$ cat src/rtl/fifo_arb_pkg.sv
// Shared types and default sizing for the FIFO write-side scheduler.
package fifo_arb_pkg;

  typedef enum logic {IDLE, BURST} arb_state_t;

  localparam int DEF_NUM_REQ    = 4;
  localparam int DEF_DATA_WIDTH = 8;
  localparam int DEF_BURST_LEN  = 4;
  localparam int DEF_CNT_WIDTH  = 16;

endpackage

$ cat src/rtl/rr_pick.sv
// Round-robin picker: first set request bit after last_owner, wrapping around.
module rr_pick #(
  parameter int N = 4
) (
  input  logic [N-1:0]         req,
  input  logic [$clog2(N)-1:0] last_owner,
  output logic                 valid,
  output logic [$clog2(N)-1:0] idx
);

  localparam int IW = $clog2(N);

  logic [IW-1:0] cand;

  // Scan from the farthest offset down so the nearest requester after last_owner wins.
  always_comb begin
    valid = 1'b0;
    idx   = '0;
    cand  = '0;
    for (int i = N; i >= 1; i--) begin
      cand = IW'((int'(last_owner) + i) % N);
      if (req[cand]) begin
        valid = 1'b1;
        idx   = cand;
      end
    end
  end

endmodule

$ cat src/rtl/fifo_wr_arbiter.sv
// Round-robin burst scheduler sharing the async FIFO write port among NUM_REQ requesters.
//
//   state | meaning
//   IDLE  | no owner; arbitrate among pending requests (one cycle)
//   BURST | owner writes up to BURST_LEN words; stalls while full
module fifo_wr_arbiter
  import fifo_arb_pkg::*;
#(
  parameter int NUM_REQ    = DEF_NUM_REQ,
  parameter int DATA_WIDTH = DEF_DATA_WIDTH,
  parameter int BURST_LEN  = DEF_BURST_LEN,
  parameter int CNT_WIDTH  = DEF_CNT_WIDTH
) (
  input  logic                          clk,
  input  logic                          rst_n,
  input  logic [NUM_REQ-1:0]            req,
  input  logic [NUM_REQ*DATA_WIDTH-1:0] req_data,
  input  logic                          full,
  output logic [NUM_REQ-1:0]            gnt,
  output logic                          wr_en,
  output logic [DATA_WIDTH-1:0]         data_in,
  output logic [$clog2(NUM_REQ)-1:0]    owner,
  output logic                          busy,
  output logic [CNT_WIDTH-1:0]          wr_count
);

  localparam int IW = $clog2(NUM_REQ);
  localparam int BW = (BURST_LEN > 1) ? $clog2(BURST_LEN) : 1;
  localparam logic [BW-1:0] LAST_BEAT = BW'(BURST_LEN - 1);

  arb_state_t    state;
  logic [IW-1:0] last_owner;
  logic [BW-1:0] burst_cnt;
  logic          pick_valid;
  logic [IW-1:0] pick_idx;
  logic          owner_req;

  rr_pick #(.N(NUM_REQ)) u_rr_pick (
    .req        (req),
    .last_owner (last_owner),
    .valid      (pick_valid),
    .idx        (pick_idx)
  );

  assign owner_req = req[owner];
  assign busy      = (state == BURST);
  assign wr_en     = busy & owner_req & ~full;

  always_comb begin
    gnt     = '0;
    data_in = '0;
    if (wr_en) begin
      gnt[owner] = 1'b1;
      data_in    = req_data[int'(owner)*DATA_WIDTH +: DATA_WIDTH];
    end
  end

  always_ff @(posedge clk or negedge rst_n) begin
    if (!rst_n) begin
      state      <= IDLE;
      owner      <= '0;
      last_owner <= IW'(NUM_REQ - 1);
      burst_cnt  <= '0;
      wr_count   <= '0;
    end else begin
      case (state)
        IDLE: begin
          if (pick_valid) begin
            owner     <= pick_idx;
            burst_cnt <= '0;
            state     <= BURST;
          end
        end
        BURST: begin
          if (!owner_req) begin
            state      <= IDLE;
            last_owner <= owner;
          end else if (!full) begin
            wr_count <= wr_count + CNT_WIDTH'(1);
            if (burst_cnt == LAST_BEAT) begin
              state      <= IDLE;
              last_owner <= owner;
            end else begin
              burst_cnt <= burst_cnt + BW'(1);
            end
          end
          // full with the owner still requesting: hold ownership and beat count
        end
        default: state <= IDLE;
      endcase
    end
  end

endmodule

$ cat config.mk
export PLATFORM = sky130hd
export DESIGN_NAME = fifo_wr_arbiter
export DESIGN_NICKNAME = d
export VERILOG_FILES = /design/src/rtl/fifo_arb_pkg.sv /design/src/rtl/rr_pick.sv /design/src/rtl/fifo_wr_arbiter.sv
export SDC_FILE = /design/constraint.sdc
export NUM_CORES = 1
export LEC_CHECK = 0
export ABC_AREA = 1
export CAP_MARGIN = 20
export CORE_MARGIN = 10
export CORE_UTILIZATION = 45
export CTS_BUF_LIST = sky130_fd_sc_hd__clkbuf_4
export CTS_CLUSTER_DIAMETER = 60
export DETAILED_ROUTE_END_ITERATION = 10
export GPL_TIMING_DRIVEN = 0
export PLACE_DENSITY = 0.83
export REMOVE_ABC_BUFFERS = 1
export SLEW_MARGIN = 40
export SYNTH_ARGS = -nofsm -noshare
export SYNTH_HDL_FRONTEND = slang
export SYNTH_SLANG_ARGS = --single-unit
$ cat constraint.sdc
create_clock -name clk -period 2.4 [get_ports clk]
set_clock_uncertainty 0.1 [all_clocks]
set_input_delay 0.6 -clock clk [delete_from_list [all_inputs] [get_ports clk]]
set_output_delay 0.6 -clock clk [all_outputs]
set_load 0.02 [all_outputs]
==> results.md <==
- Gp weighted congestion: 0.940
- Worst-path clk slew: ~0.13 ns
- #FFs+latches synth: 23
- Initial antenna violation count: 0
- Synth area leaders: dfrtp_1 30%, nand2_1 19%, inv_1 5.6%, nand3_1 5.5%, xor2_1 4.5%
- Delay-heaviest family, CP: flip-flops
- Placed insts: roughly 360
- Final slew viol count: 0
- Grt ovf: 0
- Nets: between 300 and 400
- Pin count of the biggest net entering global routing: 24
- # diodes: 0
- Crit path capture type: output pin
- Largest family of logic cells by synthesized area: simple AND/OR/NAND/NOR gates
- # setup viols final: 11
- Simple-gate share of the synthesized area: 37.3%
- Fin. Hold Viols: 0
- Mux contribution to synthesized area: 0%
- P per Cell Area: 1050 nW/um^2
- First-pass GRT wire length: approximately 9 mm
- Detailed Place HPWL: about 4.1 mm
- Ports: just over 70
- Number of CTS-inserted buffers: 3
- Routed Antenna Nets: 0
- Xor/xnor cell area share of the yosys netlist: slightly above 6%
- Tmin final: ~2.5 ns
- Register area share after synthesis: 33.3%
- Initial Util: between 40% and 50%
- Share of cells above drive strength 1: roughly a fifth
- Yosys cell types: 31
- Core Area: ~3700 um^2
- CP peak stage delay: 0.50 ns
- Synth cell count leaders: 90 x nand2_1, 26 x inv_1, 21 x dfrtp_1
- Leakage power: 1.26 nW
- Cell taking the most area after synthesis: dfrtp_1
- Longest Clk Path Bufs: 2
- PortBufs: 70
- Final Cycle Share: 103%
- Crit start category: flop
- Outcome: complete, but fails checks
- Drt initial violations: around 140
- # DRC: 0
- Setup WS post-layout: -0.0833 ns
- DR WL/cell: about 15 um
- Post-synthesis compound-gate area fraction: between 10 and 15%
- Crit path max fanout: 7
- Req. time, crit path: 1.70 ns
- Fill count: roughly 300
- Fmax: between 400 and 500 MHz
- Post-Route WL: approximately 5.6 mm
- Top cell type's share of synthesized area: between 30% and 40%
- Unrepaired setup endpoints after global routing: true
- Worst setup path class: reg2out
- Clock Root Buffer: clkbuf_4
- Failing checks: negative setup slack
- Finished Layout Cells: between 300 and 400
- Max_cap viols: 0
- Post-synth top flop: dfrtp_1
- Die X-Extent: ~80 um
- Yosys warning total: 0
- Post-synthesis adder-cell area fraction: about 1.4%
- Mean post-synth cell area: between 6 and 7 um^2
- Vias in the first global route: roughly 1900
- Worst hold path class: in2async
- Clk_lat worst skew: approximately 0.31 ns
- Placed standard-cell area: roughly 2400 um^2
- Fin area: 2660 um^2
- Worst Tran Pin Value: between 0.5 and 0.6 ns
- Syn-to-layout area delta: 53.3%
- Critical path arrival: 1.78 ns
- CTS tree: done
- Post-synth ARST share: 100%
- FP Rows: 22
- Mapped Cells: between 200 and 250
- Rel. slew slack: about two thirds
- R2r setup slk: around 0.6 ns
- Post-synth EDFFs: 0
- Vias per cell: around 5.2
- CP max stage cell: dfrtp_2
- Count leader, synth: nand2_1
- VDD IR max: roughly 0.77 mV
- Die footprint: about 6700 um^2
- DR vias: 2025
- Pre-antenna DRT Iters: 7
- CTS sink cnt: 23
- Cell Chain, Critical Path: inv_4 -> nand2_2 -> inv_4 -> nand2_2 -> o2111ai_4 -> nand2_8 -> nor2_1 -> buf_4
- Worst path bufs/invs: 3
- Synthesized area: roughly 1700 um^2
- H-Tree Depth: 1
- Die Span Y: 82.1 um
- GRT Util Overall: 16.6%
power breakdown:
group	switching (mW)	leakage [nW]	total (mW)	internal, mW
registers	0.210	0.294	0.747	0.536
clock network	0.114	0.0184	0.190	0.0762
logic	1.05	0.943	1.86	0.808
total	1.37	1.26	2.79	1.42
area by class of cell:
type / count / area [um^2] / share of cell area, %
Inverter: 29 / 126 / 4.75
Tap cell: 48 / 60.1 / 2.26
Sequential cell: 23 / 581 / 21.8
Timing Repair Buffer: 90 / 807 / 30.3
Multi-Input combinational cell: 194 / 1060 / 39.7
Clock buffer: 4 / 30.0 / 1.13
worst register-to-register path, stage by stage (launching register included):
cell and delay [ns]:
dfrtp_2 0.49, inv_4 0.08, nand2_2 0.10, inv_4 0.04
nand2_2 0.06, o2111ai_4 0.19, buf_4 0.23, o21ai_0 0.17
nand2_1 0.13, nand2_1 0.08, nand2_1 0.05
path summary, 6_finish.rpt:
check / endpoint / startpoint / cells after the start
max reg2reg: last_owner[1] / owner[1] / 10
max in group asynchronous: owner[0] / rst_n / 1
max: gnt[1] / owner[1] / 8
min in group clk: last_owner[1] / last_owner[1] / 2
min reg2reg: last_owner[1] / last_owner[1] / 2
min: wr_count[0] / rst_n / 1
metrics by stage:
stage | setup slack [ns] | power [mW] | hold WS [ns] | TNS (ns) | util (%)
after CTS | -0.0484 | 2.70 | 0.154 | -0.380 | 69.9
final | -0.0833 | 2.79 | 0.130 | -0.598 | 72.1
after detailed placement | -0.847 | 2.29 | 0.394 | -10.77 | 66.2
after floorplan | -0.169 | 1.70 | 0.204 | -0.911 | -
after global routing | -0.167 | 3.05 | 0.156 | -1.81 | 72.1
after global placement | -0.836 | 2.24 | 0.387 | -10.60 | 66.4
layout by cell type, fill, tap and decap left out, types with 2 or more instances in the layout:
| master | instances |
|---|---|
| buf_4 | 32 |
| and2_1 | 2 |
| nand2_4 | 3 |
| nor2_4 | 2 |
| nand3_1 | 19 |
| inv_4 | 2 |
| dlygate4sd2_1 | 5 |
| nand4_1 | 2 |
| dfstp_2 | 2 |
| nand2_2 | 4 |
| nor2_1 | 18 |
| nor3_2 | 2 |
| o21ai_0 | 8 |
| o21ai_1 | 2 |
| o21ai_2 | 3 |
| inv_1 | 25 |
| ha_1 | 2 |
| a22oi_1 | 8 |
| xor2_1 | 9 |
| nor3_1 | 5 |
| clkdlybuf4s50_1 | 51 |
| dfrtp_1 | 19 |
| xnor2_1 | 3 |
| nand2_1 | 88 |
| dfrtp_2 | 2 |
| a31oi_1 | 7 |
| clkbuf_4 | 5 |
repair_timing:
item | in CTS | in global routing
pin swaps | 7 | 2
gates resized for setup | 88 | 6
buffers inserted | 12 | 8
endpoints found under the setup margin | 14 | 13
gates cloned | 2 | 0
hold buffers | 0 | 0
flip-flops by register name, summed over array words and instances, names as in the netlist:
signal,flops
wr_count,16
owner,2
busy,1
last_owner,2
burst_cnt,2
per-layer routing:
metal  part of all wire [%]  routed length (um)  global-route usage, %
met5                      0                   0                      0
met4                    1.1                  64                   3.23
met3                    7.5                 422                   3.56
met2                     51                2870                   30.1
met1                     40                2270                   19.7
cells by family (layout without fill, tap and decap cells):
logic type | Yosys count | count (layout)
AND/OR/NAND/NOR | 147 | 149
buffers and inverters | 34 | 123
adder cells (fa/ha/maj) | 2 | 2
flip-flops | 23 | 23
AO/OA/AOI/OAI | 31 | 31
XOR/XNOR | 12 | 12
No activity file was read; power rests on OpenSTA's default activity.
